File: src/rtl/tetris_raster.sv
// tetris_raster
//
// Raster-side initiator for the playfield cell lookup. Follows the active
// video position from the HDMI timing stream, converts the current screen
// pixel into a playfield cell coordinate (cell_x, cell_y), and composites the
// returned cell colour with the border and background into the output pixel.
//
// Ports:
//   i_pixclk      pixel clock, sole clock
//   i_reset_n     synchronous active-low reset
//   i_de          active-video enable from the timing generator
//   i_newframe    one-cycle pulse in vertical blanking before the first line
//   o_cell_x      playfield column presented to the lookup (0..9)
//   o_cell_y      playfield row presented to the lookup (0..TETRIS_ROWS-1)
//   i_cell_pixel  cell colour, registered by the lookup one edge after
//                 o_cell_x/o_cell_y
//   o_de          i_de delayed so that it lines up with o_pixel
//   o_pixel       composited pixel
//
// Timing: i_de sampled at edge t produces o_cell_x/o_cell_y at edge t, the
// lookup captures that request at t+1, and o_de/o_pixel update at t+2.
//
// Interface handshake: there is no back-pressure. The lookup must return the
// colour for the coordinate presented after edge t as i_cell_pixel after
// edge t+1; i_de is a plain per-cycle qualifier, no valid/ready pair exists.
//
// o_cell_y is 4 bits wide for the default 16 rows and widens automatically
// when more rows are configured so that every row stays addressable.

module tetris_raster #(
  parameter int TETRIS_ROWS = 16,
  parameter int BPP         = 24,
  parameter int X0          = 200,
  parameter int Y0          = 40,
  parameter int CELL        = 24,
  parameter int BORDER      = 4,
  parameter logic [BPP-1:0] BORDER_COLOR = 24'h808080,
  parameter logic [BPP-1:0] BG_COLOR     = 24'h000000,
  localparam int CY_W = (TETRIS_ROWS > 16) ? $clog2(TETRIS_ROWS) : 4
) (
  input  logic            i_pixclk,
  input  logic            i_reset_n,
  input  logic            i_de,
  input  logic            i_newframe,
  output logic [3:0]      o_cell_x,
  output logic [CY_W-1:0] o_cell_y,
  input  logic [BPP-1:0]  i_cell_pixel,
  output logic            o_de,
  output logic [BPP-1:0]  o_pixel
);

  localparam int SUB_W = $clog2(CELL);
  localparam logic [SUB_W-1:0] SUB_LAST = SUB_W'(CELL - 1);

  // Geometry bounds, 32 bits wide so that anything past the 12-bit counter
  // range simply never matches. Border low edges clip at 0.
  localparam logic [31:0] IX_LO = 32'(X0);
  localparam logic [31:0] IX_HI = 32'(X0 + 10 * CELL);
  localparam logic [31:0] IY_LO = 32'(Y0);
  localparam logic [31:0] IY_HI = 32'(Y0 + TETRIS_ROWS * CELL);
  localparam logic [31:0] BX_LO = (X0 >= BORDER) ? 32'(X0 - BORDER) : 32'd0;
  localparam logic [31:0] BX_HI = 32'(X0 + 10 * CELL + BORDER);
  localparam logic [31:0] BY_LO = (Y0 >= BORDER) ? 32'(Y0 - BORDER) : 32'd0;
  localparam logic [31:0] BY_HI = 32'(Y0 + TETRIS_ROWS * CELL + BORDER);

  typedef enum logic [1:0] {
    RG_BG       = 2'd0,
    RG_BORDER   = 2'd1,
    RG_INTERIOR = 2'd2
  } region_t;

  function automatic logic [11:0] sat_inc(input logic [11:0] v);
    return (v == 12'hFFF) ? v : v + 12'd1;
  endfunction

  // Counter registers. px_r holds the position of the next pixel of the line,
  // py_r the current line number.
  logic [11:0]     px_r, py_r;
  logic [SUB_W-1:0] sub_x_r, sub_y_r;
  logic [3:0]      cell_x_r;
  logic [CY_W-1:0] cell_y_r;
  logic            synced;

  // Pipeline registers. de1 doubles as the registered copy of i_de used for
  // edge detection.
  logic            de1, de2;
  region_t         region1, region2;

  // Current-cycle position.
  logic [11:0]     px_cur, py_cur;
  logic [31:0]     px32, py32;
  logic            rise, fall;
  logic            in_x, in_y, in_bx, in_by;
  logic [SUB_W-1:0] sx_cur;
  logic [3:0]      cx_cur;
  logic [CY_W-1:0] cy_cur;
  logic [11:0]     py_nxt;
  region_t         region_cur;

  always_comb begin
    rise   = i_de & ~de1;
    fall   = ~i_de & de1;
    px_cur = rise ? 12'd0 : px_r;
    // A newframe pulse during active video turns the rest of the line into
    // line 0 immediately.
    py_cur = i_newframe ? 12'd0 : py_r;
    px32   = {20'd0, px_cur};
    py32   = {20'd0, py_cur};
    py_nxt = sat_inc(py_r);

    in_x  = (px32 >= IX_LO) && (px32 < IX_HI);
    in_y  = (py32 >= IY_LO) && (py32 < IY_HI);
    in_bx = (px32 >= BX_LO) && (px32 < BX_HI);
    in_by = (py32 >= BY_LO) && (py32 < BY_HI);

    // The first interior column restarts the horizontal sub-cell tracking.
    sx_cur = (px32 == IX_LO) ? '0 : sub_x_r;
    cx_cur = (px32 == IX_LO) ? 4'd0 : cell_x_r;
    cy_cur = i_newframe ? '0 : cell_y_r;

    region_cur = RG_BG;
    if (in_x && in_y)
      region_cur = RG_INTERIOR;
    else if (in_bx && in_by)
      region_cur = RG_BORDER;
  end

  // Position counters and sub-cell tracking.
  always_ff @(posedge i_pixclk) begin
    if (!i_reset_n) begin
      px_r     <= '0;
      py_r     <= '0;
      sub_x_r  <= '0;
      cell_x_r <= '0;
      sub_y_r  <= '0;
      cell_y_r <= '0;
      synced   <= 1'b0;
    end else begin
      if (i_newframe)
        synced <= 1'b1;

      if (i_de) begin
        px_r <= sat_inc(px_cur);
        if (in_x) begin
          if (sx_cur == SUB_LAST) begin
            sub_x_r  <= '0;
            cell_x_r <= cx_cur + 4'd1;
          end else begin
            sub_x_r  <= sx_cur + SUB_W'(1);
            cell_x_r <= cx_cur;
          end
        end
      end

      if (i_newframe) begin
        py_r     <= '0;
        sub_y_r  <= '0;
        cell_y_r <= '0;
      end else if (fall) begin
        py_r <= py_nxt;
        if ({20'd0, py_nxt} == IY_LO) begin
          sub_y_r  <= '0;
          cell_y_r <= '0;
        end else if (in_y) begin
          if (sub_y_r == SUB_LAST) begin
            sub_y_r  <= '0;
            cell_y_r <= cell_y_r + CY_W'(1);
          end else begin
            sub_y_r <= sub_y_r + SUB_W'(1);
          end
        end
      end
    end
  end

  // Lookup request, region and data-enable pipeline, output compositing.
  always_ff @(posedge i_pixclk) begin
    if (!i_reset_n) begin
      o_cell_x <= '0;
      o_cell_y <= '0;
      region1  <= RG_BG;
      region2  <= RG_BG;
      de1      <= 1'b0;
      de2      <= 1'b0;
      o_de     <= 1'b0;
      o_pixel  <= '0;
    end else begin
      // Only interior pixels produce a non-zero request, so the lookup never
      // sees a coordinate outside the playfield.
      if (i_de && in_x && in_y) begin
        o_cell_x <= cx_cur;
        o_cell_y <= cy_cur;
      end else begin
        o_cell_x <= '0;
        o_cell_y <= '0;
      end
      region1 <= region_cur;
      de1     <= i_de;

      region2 <= region1;
      de2     <= de1;

      o_de <= de2;
      if (!de2 || !synced) begin
        o_pixel <= '0;
      end else begin
        case (region2)
          RG_INTERIOR: o_pixel <= i_cell_pixel;
          RG_BORDER:   o_pixel <= BORDER_COLOR;
          default:     o_pixel <= BG_COLOR;
        endcase
      end
    end
  end

endmodule

File: config.mk
export PLATFORM = sky130hd
export DESIGN_NAME = tetris_raster
export DESIGN_NICKNAME = d
export VERILOG_FILES = /design/src/rtl/tetris_raster.sv
export SDC_FILE = /design/constraint.sdc
export NUM_CORES = 1
export LEC_CHECK = 0
export ABC_AREA = 1
export CAP_MARGIN = 15
export CORE_MARGIN = 5
export CORE_UTILIZATION = 60
export CTS_BUF_LIST = sky130_fd_sc_hd__clkbuf_8
export DETAILED_ROUTE_END_ITERATION = 8
export DONT_BUFFER_PORTS = 1
export PLACE_DENSITY = 0.87
export SYNTH_ARGS = -nofsm -noshare
export SYNTH_HDL_FRONTEND = slang
export SYNTH_SLANG_ARGS = --single-unit
File: constraint.sdc
create_clock -name i_pixclk -period 3.7 [get_ports i_pixclk]
set_input_delay 0.37 -clock i_pixclk [delete_from_list [all_inputs] [get_ports i_pixclk]]
set_output_delay 0.37 -clock i_pixclk [all_outputs]
set_load 0.03 [all_outputs]
## After elaboration in Yosys (flattened, before gate mapping)

Index checks and enable logic that the tools add are counted.

- $add $sub $neg: 6
- Multipliers: 0
- Div/mod/pow operators: 0
- Order comparisons: 8
- Equal/unequal tests: 8
- Shift-type cells: 0
- Mux-type cells: 17
- Bitwise gates (word level): 6
- Reductions and logical operators: 21

Operators with widths:

| cell | count |
|---|---|
| $lt 12x9->1 const B | 4 |
| $mux 12 | 4 |
| $pmux 24 s2 | 1 |
| $mux 5 | 5 |
| $add 12x1->12 const B | 2 |
| $eq 12x12->1 const B | 2 |
| $ge 12x6->1 const B | 2 |
| $ge 12x8->1 const B | 2 |
| $mux 4 | 5 |
| $eq 12x6->1 const B | 1 |
| $eq 12x8->1 const B | 1 |
| $add 5x1->5 const B | 2 |
| $eq 5x5->1 const B | 2 |
| $add 4x1->4 const B | 2 |
| $logic_and 1x1->1 | 8 |
| $reduce_and 2->1 | 3 |
| $reduce_or 2->1 | 3 |
| $not 1->1 | 4 |
| $reduce_bool 2->1 | 2 |
| $reduce_and 3->1 | 1 |
| $reduce_or 3->1 | 1 |
| $and 1x1->1 | 2 |
| $eq 2x1->1 const B | 1 |
| $eq 2x2->1 const B | 1 |
| other kinds (4) | 5 |

- Bits in registers: 82
- Latch bits: 0
- RAM bits: 0
- ROM bits: 0
- Output and inout bits: 33
- Word-level logic and storage cells: 82
- Memories: 0

## Depth between registers and ports, before layout

Gate-level depths: netlist of run 1.

- Word-level depth: 9
- Mapped depth: 17
- Mapped depth without buffers: 17

## Least setup slack after synthesis of run 1

OpenSTA, ideal clock, no wires.

- Path kind: input port to flip-flop
- Start: in i_de
- End: reg cell_x_r[0]
- Setup time: 0.129 ns
- Data arrival time: 2.347 ns
- Data required time: 3.571 ns
- Slack: 1.224 ns
- Stages: 16
- Path through: inv_4 > nor2_4 > nor2_1 > inv_1 > ha_1 > nand2_1 > nor2_1 > nand3_2 > clkinv_1 > nor2_1 > ha_1 > nand3_1 > nor2_1 > nand2_1 > xnor2_1 > nor2_1

- Longest elaborated chain between the ends: 6

Ends and longest elaborated chain:

| what | RTL line | RTL |
|---|---|---|
| start, declared | 43 | `input logic i_de,` |
| $and 1x1->1 | 101 | `rise = i_de & ~de1;` |
| $mux 12 | 103 | `px_cur = rise ? 12'd0 : px_r;` |
| $eq 12x8->1 | 117, 118 |  |
| $mux 4 / $mux 5 (equally long branches) | 118, 117 |  |
| $add 4x1->4 / $eq 5x5->1 (equally long branches) | 147, 145 |  |
| $mux 4 | 145 | `if (sx_cur == SUB_LAST) begin` |
| end signal, assigned | 147 | `cell_x_r <= cx_cur + 4'd1;` |
| end signal, assigned | 150 | `cell_x_r <= cx_cur;` |
| end, declared | 80 | `logic [3:0] cell_x_r;` |

Parallel ways exist; a longest one is shown, timed or not.
A chain may end at the register's enable or synchronous reset.

## Final worst setup path of run 1

- Start: reg de1
- End: reg cell_x_r[0]

- Longest elaborated chain between the ends: 7

Ends and longest elaborated chain:

| what | RTL line | RTL |
|---|---|---|
| start, declared | 86 | `logic de1, de2;` |
| start signal, assigned | 198 | `de1 <= i_de;` |
| $not 1->1 * | 101 |  |
| $and 1x1->1 * | 101 |  |
| $mux 12 * | 103 |  |
| $eq 12x8->1 | 117, 118 |  |
| $mux 4 / $mux 5 (equally long branches) | 118, 117 |  |
| $add 4x1->4 / $eq 5x5->1 (equally long branches) | 147, 145 |  |
| $mux 4 | 145 |  |

Mark *: on every way between the ends. The rest lies on a longest branch, timed or not.

==> results of run 1 <==
-- sequential cells by signal, indices dropped and copies added, names as in the netlist, 2 cells and up --
| name | flops |
|---|---|
| region1 | 2 |
| sub_x_r | 5 |
| cell_y_r | 4 |
| region2 | 2 |
| o_cell_y | 4 |
| sub_y_r | 5 |
| py_r | 12 |
| cell_x_r | 4 |
| px_r | 12 |
| o_cell_x | 4 |
| o_pixel | 24 |
-- worst max-delay path, stage by stage (launching register included) --
cell	delay (ns)
dfxtp_1	0.40
nor2_4	0.07
nor2_1	0.18
inv_1	0.13
ha_1	0.22
nand2_1	0.06
nor2_1	0.05
nand3_2	0.14
clkinv_1	0.23
nor2_1	0.19
ha_1	0.20
nand3_1	0.13
nor2_1	0.29
nand2_1	0.16
xnor2_1	0.18
nor2_1	0.05
-- cell families (layout without fill, tap and decap cells) --
group	after synthesis	after routing	share of synthesized area, %
flip-flops	82	82	40.2
adder cells (fa/ha/maj)	9	9	2.76
AND/OR/NAND/NOR	311	311	34.2
buffers and inverters	89	91	8.74
AO/OA/AOI/OAI	83	83	11.0
XOR/XNOR	14	14	3.00
-- synthesized netlist by cell type (2+ instances only) --
master    instances  area, sq um
a21oi_1          36          180
a21oi_2           2         17.5
buf_6             2         22.5
clkbuf_1         12         45.0
dfxtp_1          82         1640
ha_1              9          113
inv_1            69          259
inv_2             2         7.51
nand2_1         134          503
nand2_2           5         31.3
nand2_4           2         22.5
nand3_1          31          155
nand3_2           5         50.1
nand3b_1          2         15.0
nand4_1          11         68.8
nor2_1           94          353
nor2_2            7         43.8
nor2_4            3         33.8
nor3_1            8         40.0
nor3_2            5         50.1
nor4_1            2         12.5
o211ai_1          5         37.5
o21ai_0          28          140
o21ai_1           7         35.0
xnor2_1           5         43.8
xor2_1            9         78.8
-- metrics by stage --
step / utilization (%) / hold slack [ns] / worst slack, ns
CTS: 65.0 / 0.100 / 0.868
floorplan: - / 0.390 / 1.22
global route: 65.0 / 0.119 / 0.615
global placement: 61.3 / 0.402 / 1.01
detailed placement: 61.3 / 0.404 / 0.834
finish: 65.0 / 0.108 / 0.887
-- power by group --
part | total [mW] | switching (mW) | leakage, nW | internal, mW
clock network | 0.797 | 0.329 | 0.119 | 0.468
logic | 0.0839 | 0.0570 | 0.942 | 0.0269
registers | 0.902 | 0.00942 | 0.663 | 0.893
total | 1.78 | 0.395 | 1.72 | 1.39
-- routing by layer --
| layer | vias to the layer above | part of all wire (%) |
|---|---|---|
| li1 | 1868 | - |
| met1 | 1579 | 46 |
| met2 | 116 | 45 |
| met3 | 11 | 7.7 |
| met4 | 0 | 1.5 |
| met5 | - | 0 |
-- cell type report --
class / count / area share, %
clock buffers: 10 / 3.15
clock inverters: 6 / 2.61
inverters: 73 / 6.33
multi-input cells: 417 / 47.7
flip-flops and latches: 82 / 37.6
well taps: 80 / 2.29
repair buffers: 2 / 0.344
-- final timing paths --
kind	startpoint	end	slack (ns)
setup / recovery	de1	cell_x_r[0]	0.89
hold / removal	i_de	de1	0.11
setup reg to reg	de1	cell_x_r[0]	0.89
hold reg to reg	region1[1]	region2[1]	0.42
==> impl_metrics.tcl, run 1 <==
set metrics [dict create \
    outcome "complete, no violations" \
    cts_tree "done" \
    dp.cells 654 \
    clock_latency_ns 0.35 \
    timing.final.crit_share_pct 76.0 \
    setup_violations 0 \
    synthCells 588 \
    grt_max_degree 27 \
    drt_iter0_markers 202 \
    finalInstanceArea_sq_um 4370 \
    synth_edf_count 0 \
    maxCapViolations 0 \
    grt-ovfl-total 0 \
    core-area_sq_um 6720 \
    fin_nets 622 \
    seq_area_frac_synth_pct 40.2 \
    p_leak_nw 1.72 \
    seq_area_sq_um 1640 \
    synth_ff_type "dfxtp_1" \
    final_cell_count_no_fill 670 \
    cp_max_fo 8 \
    worstPathArrival_ns 3.05 \
    rsz0062_at_grt "false" \
    worst_clock_skew_ns 0.00999 \
    period_needed_ns 2.81 \
    wl_per_cell_um 12.7 \
    dpl_cell_area_sq_um 4120 \
    cp.required_ns 3.93 \
    power.density_nw_per_um2 408 \
    fin_setup_tns_ns 0 \
    fill_cells 572 \
    layout_common_cells "nand2_1 (134), nor2_1 (94), dfxtp_1 (82)" \
    synth-seq-cells 82 \
    wl_um 8500 \
    cts_resized 0 \
    drive_gt1_share_pct 8.81 \
    busiest_layer "met2" \
    grtUsageMet1_pct 25.9 \
    antenna_found_initial 0 \
    dr_total_vias 3574 \
    hpwl_um 6220 \
    grt_pass1_vias 3329 \
    cp-start-kind "flip-flop" \
    async_reset_ff_share_pct 0 \
    num_rows 30 \
    max_freq_mhz 356 \
    die_h_um 92.5 \
    slew_headroom_pct 53.0 \
    grt_usage_pct 20.6 \
    portBuffers 0 \
    cts_root_buffer "clkbuf_8" \
    gp_congestion 0.905 \
    drc 0 \
    final_common_cell "nand2_1" \
    cp-end-kind "flip-flop" \
    hold_depth 2 \
    clock-sinks 82 \
    final_hold_viol_count 0 \
    dieArea_sq_um 8550 \
    slew_violations 0 \
    numCtsBuffers 9 \
    clock_path_buffers 2 \
    hold_path_class "in2reg" \
    post_cts_buffers 0 \
    ir_drop_v 0.000194 \
    syn_area_sq_um 4080 \
    grt_pass1_wl_um 14500 \
    met3_usage_pct 4.31 \
    vias_per_cell 5.33 \
    path_clk_slew_ns 0.09 \
    gr-usage-met2_pct 34.4 \
    die_x_um 92.5 \
    avgSynthCellArea_sq_um 6.94 \
    multiInputGateArea_sq_um 2080 \
    crit_type "reg2reg" \
    power_mw 1.78 \
    htree_levels 3 \
    worst_slew_pin_slew_ns 0.705 \
    ctsHoldBuffers 0 \
    syn_nets 625 \
    yosysWarnings 0 \
    areaGrowthSynthToFinish_pct 7.02 \
    ys_types 37 \
    drtPass1Iterations 6 \
    detail-route-antenna-nets 0 \
    antenna_cells 0 \
    r2r_cells 15 \
    ios 61 \
    start_util_pct 60.7 \
]
No activity file was read; power rests on OpenSTA's default activity.
==> run 2: changes to the inputs <==
Clock period 3.7 ns to 2.7 ns, I/O delays scaled along.
==> run 2 against run 1 <==
Wire length grew 2.0%. Final area is essentially flat. Clock power grew 25%. Critical path depth is the same. Non-clock buffer count grew 1. Power grew 32%. Largest cell class unchanged.
==> impl_metrics.tcl, run 2 (synthesized netlist as in run 1, its figures left out) <==
set metrics [dict create \
    core-area_sq_um 6720 \
    grt-ovfl-total 0 \
    htree_levels 3 \
    drive_gt1_share_pct 9.48 \
    num_rows 30 \
    largest_reg_flops 24 \
    path_clk_slew_ns 0.08 \
    period_needed_ns 2.43 \
    ios 61 \
    slew_headroom_pct 50.5 \
    areaGrowthSynthToFinish_pct 7.08 \
    antenna_cells 0 \
    dr_total_vias 3701 \
    wl_um 8680 \
    max_freq_mhz 411 \
    final_hold_viol_count 0 \
    whs_ns 0.0247 \
    slew_violations 0 \
    drtPass1Iterations 5 \
    setup_violations 0 \
    outcome "complete, no violations" \
    largest_register "o_pixel" \
    drt_iter0_markers 132 \
    pwr-share-seq_pct 52.6 \
    netSwitchingFraction_pct 22.2 \
    timing.final.crit_share_pct 90.1 \
    final_cell_count_no_fill 671 \
    worst_slew_pin_slew_ns 0.743 \
    detail-route-antenna-nets 0 \
    cts_resized 0 \
    dp.cells 655 \
    p_switching_uw 521 \
    clock_path_buffers 2 \
    clock-sinks 82 \
    fin_setup_tns_ns 0 \
    fill_cells 584 \
    post_cts_buffers 0 \
    reg_top3 "o_pixel (24), px_r (12), py_r (12)" \
    pre_cts_ws_ns 0.129 \
    p_int_mw 1.83 \
    cp-end-kind "flip-flop" \
    die_h_um 92.5 \
    final_common_cell "nand2_1" \
    ir_drop_v 0.000338 \
    setup_ws_ns 0.268 \
    antenna_found_initial 0 \
    maxCapViolations 0 \
    combPwrFrac_pct 5.0 \
    power.density_nw_per_um2 538 \
    p_leak_nw 1.73 \
    die_x_um 92.5 \
    grt_pass1_wl_um 14900 \
    grt_usage_pct 21.0 \
    layout_common_cells "nand2_1 (134), nor2_1 (91), dfxtp_1 (82)" \
    cp-start-kind "flip-flop" \
    worst_clock_skew_ns 0.0120 \
    worstPathArrival_ns 2.65 \
    finalCoreUtilization_pct 65.0 \
    dieArea_sq_um 8550 \
    gp_congestion 0.906 \
    hpwl_um 6310 \
    finalInstanceArea_sq_um 4370 \
    fin_nets 623 \
    clock_latency_ns 0.35 \
    drc 0 \
    rsz0062_at_grt "false" \
    cts_root_buffer "clkbuf_8" \
    ctsHoldBuffers 0 \
    wl_per_cell_um 12.9 \
    cp_max_fo 7 \
    hold_path_class "in2reg" \
    grt_max_degree 27 \
    grt_pass1_vias 3457 \
    cp.required_ns 2.91 \
    clkPwrFrac_pct 42.4 \
    power_mw 2.35 \
    dpl_cell_area_sq_um 4120 \
    crit_type "reg2reg" \
    cts_tree "done" \
    numCtsBuffers 9 \
    vias_per_cell 5.52 \
    portBuffers 0 \
    start_util_pct 60.7 \
]
## run 2: power by group through the flow
stage,clock [mW],sequential [mW],combinational [mW]
2_1_floorplan,0,1.26,0.0998
3_3_place_gp,0,1.26,0.111
3_5_place_dp,0,1.27,0.114
4_1_cts,1.01,1.24,0.115
5_1_grt,1.06,1.24,0.133
6_report,0.997,1.24,0.117
## run 2: final timing paths
check | from | to | slack (ns) | cells past startpoint
worst max-delay path | de1 | cell_x_r[0] | 0.27 | 15
worst min-delay path | i_de | de1 | 0.02 | 2
worst max register to register | de1 | cell_x_r[0] | 0.27 | 15
worst min register to register | region1[1] | region2[1] | 0.42 | 2
## run 2: critical path, stage by stage (launching register included)
cell,delay (ns)
dfxtp_1,0.40
nor2_4,0.08
nor2_2,0.14
inv_1,0.11
ha_1,0.22
nand2_1,0.07
nor2_1,0.05
nand3_2,0.14
clkinv_1,0.12
nor2_1,0.14
ha_1,0.20
nand3_2,0.13
nor2_4,0.17
nand2_1,0.11
xnor2_1,0.18
nor2_1,0.05
## run 2: cell type report
type                       instances  area (sq um)  share of cell area [%]
multi-input combinational        417          2100                    48.1
inverter                          73           277                    6.33
clock inverter                     5          77.6                    1.77
sequential                        82          1640                    37.6
timing repair buffer               3          22.5                   0.515
tap                               80           100                    2.29
clock buffer                      11           151                    3.46
## run 2: metal layers
layer,GRT usage (%),vias to the layer above,share of wire (%)
li1,-,1876,-
met1,25.3,1676,45
met2,36.5,134,46
met3,4.79,15,7.3
met4,7.43,0,1.8
met5,0,-,0
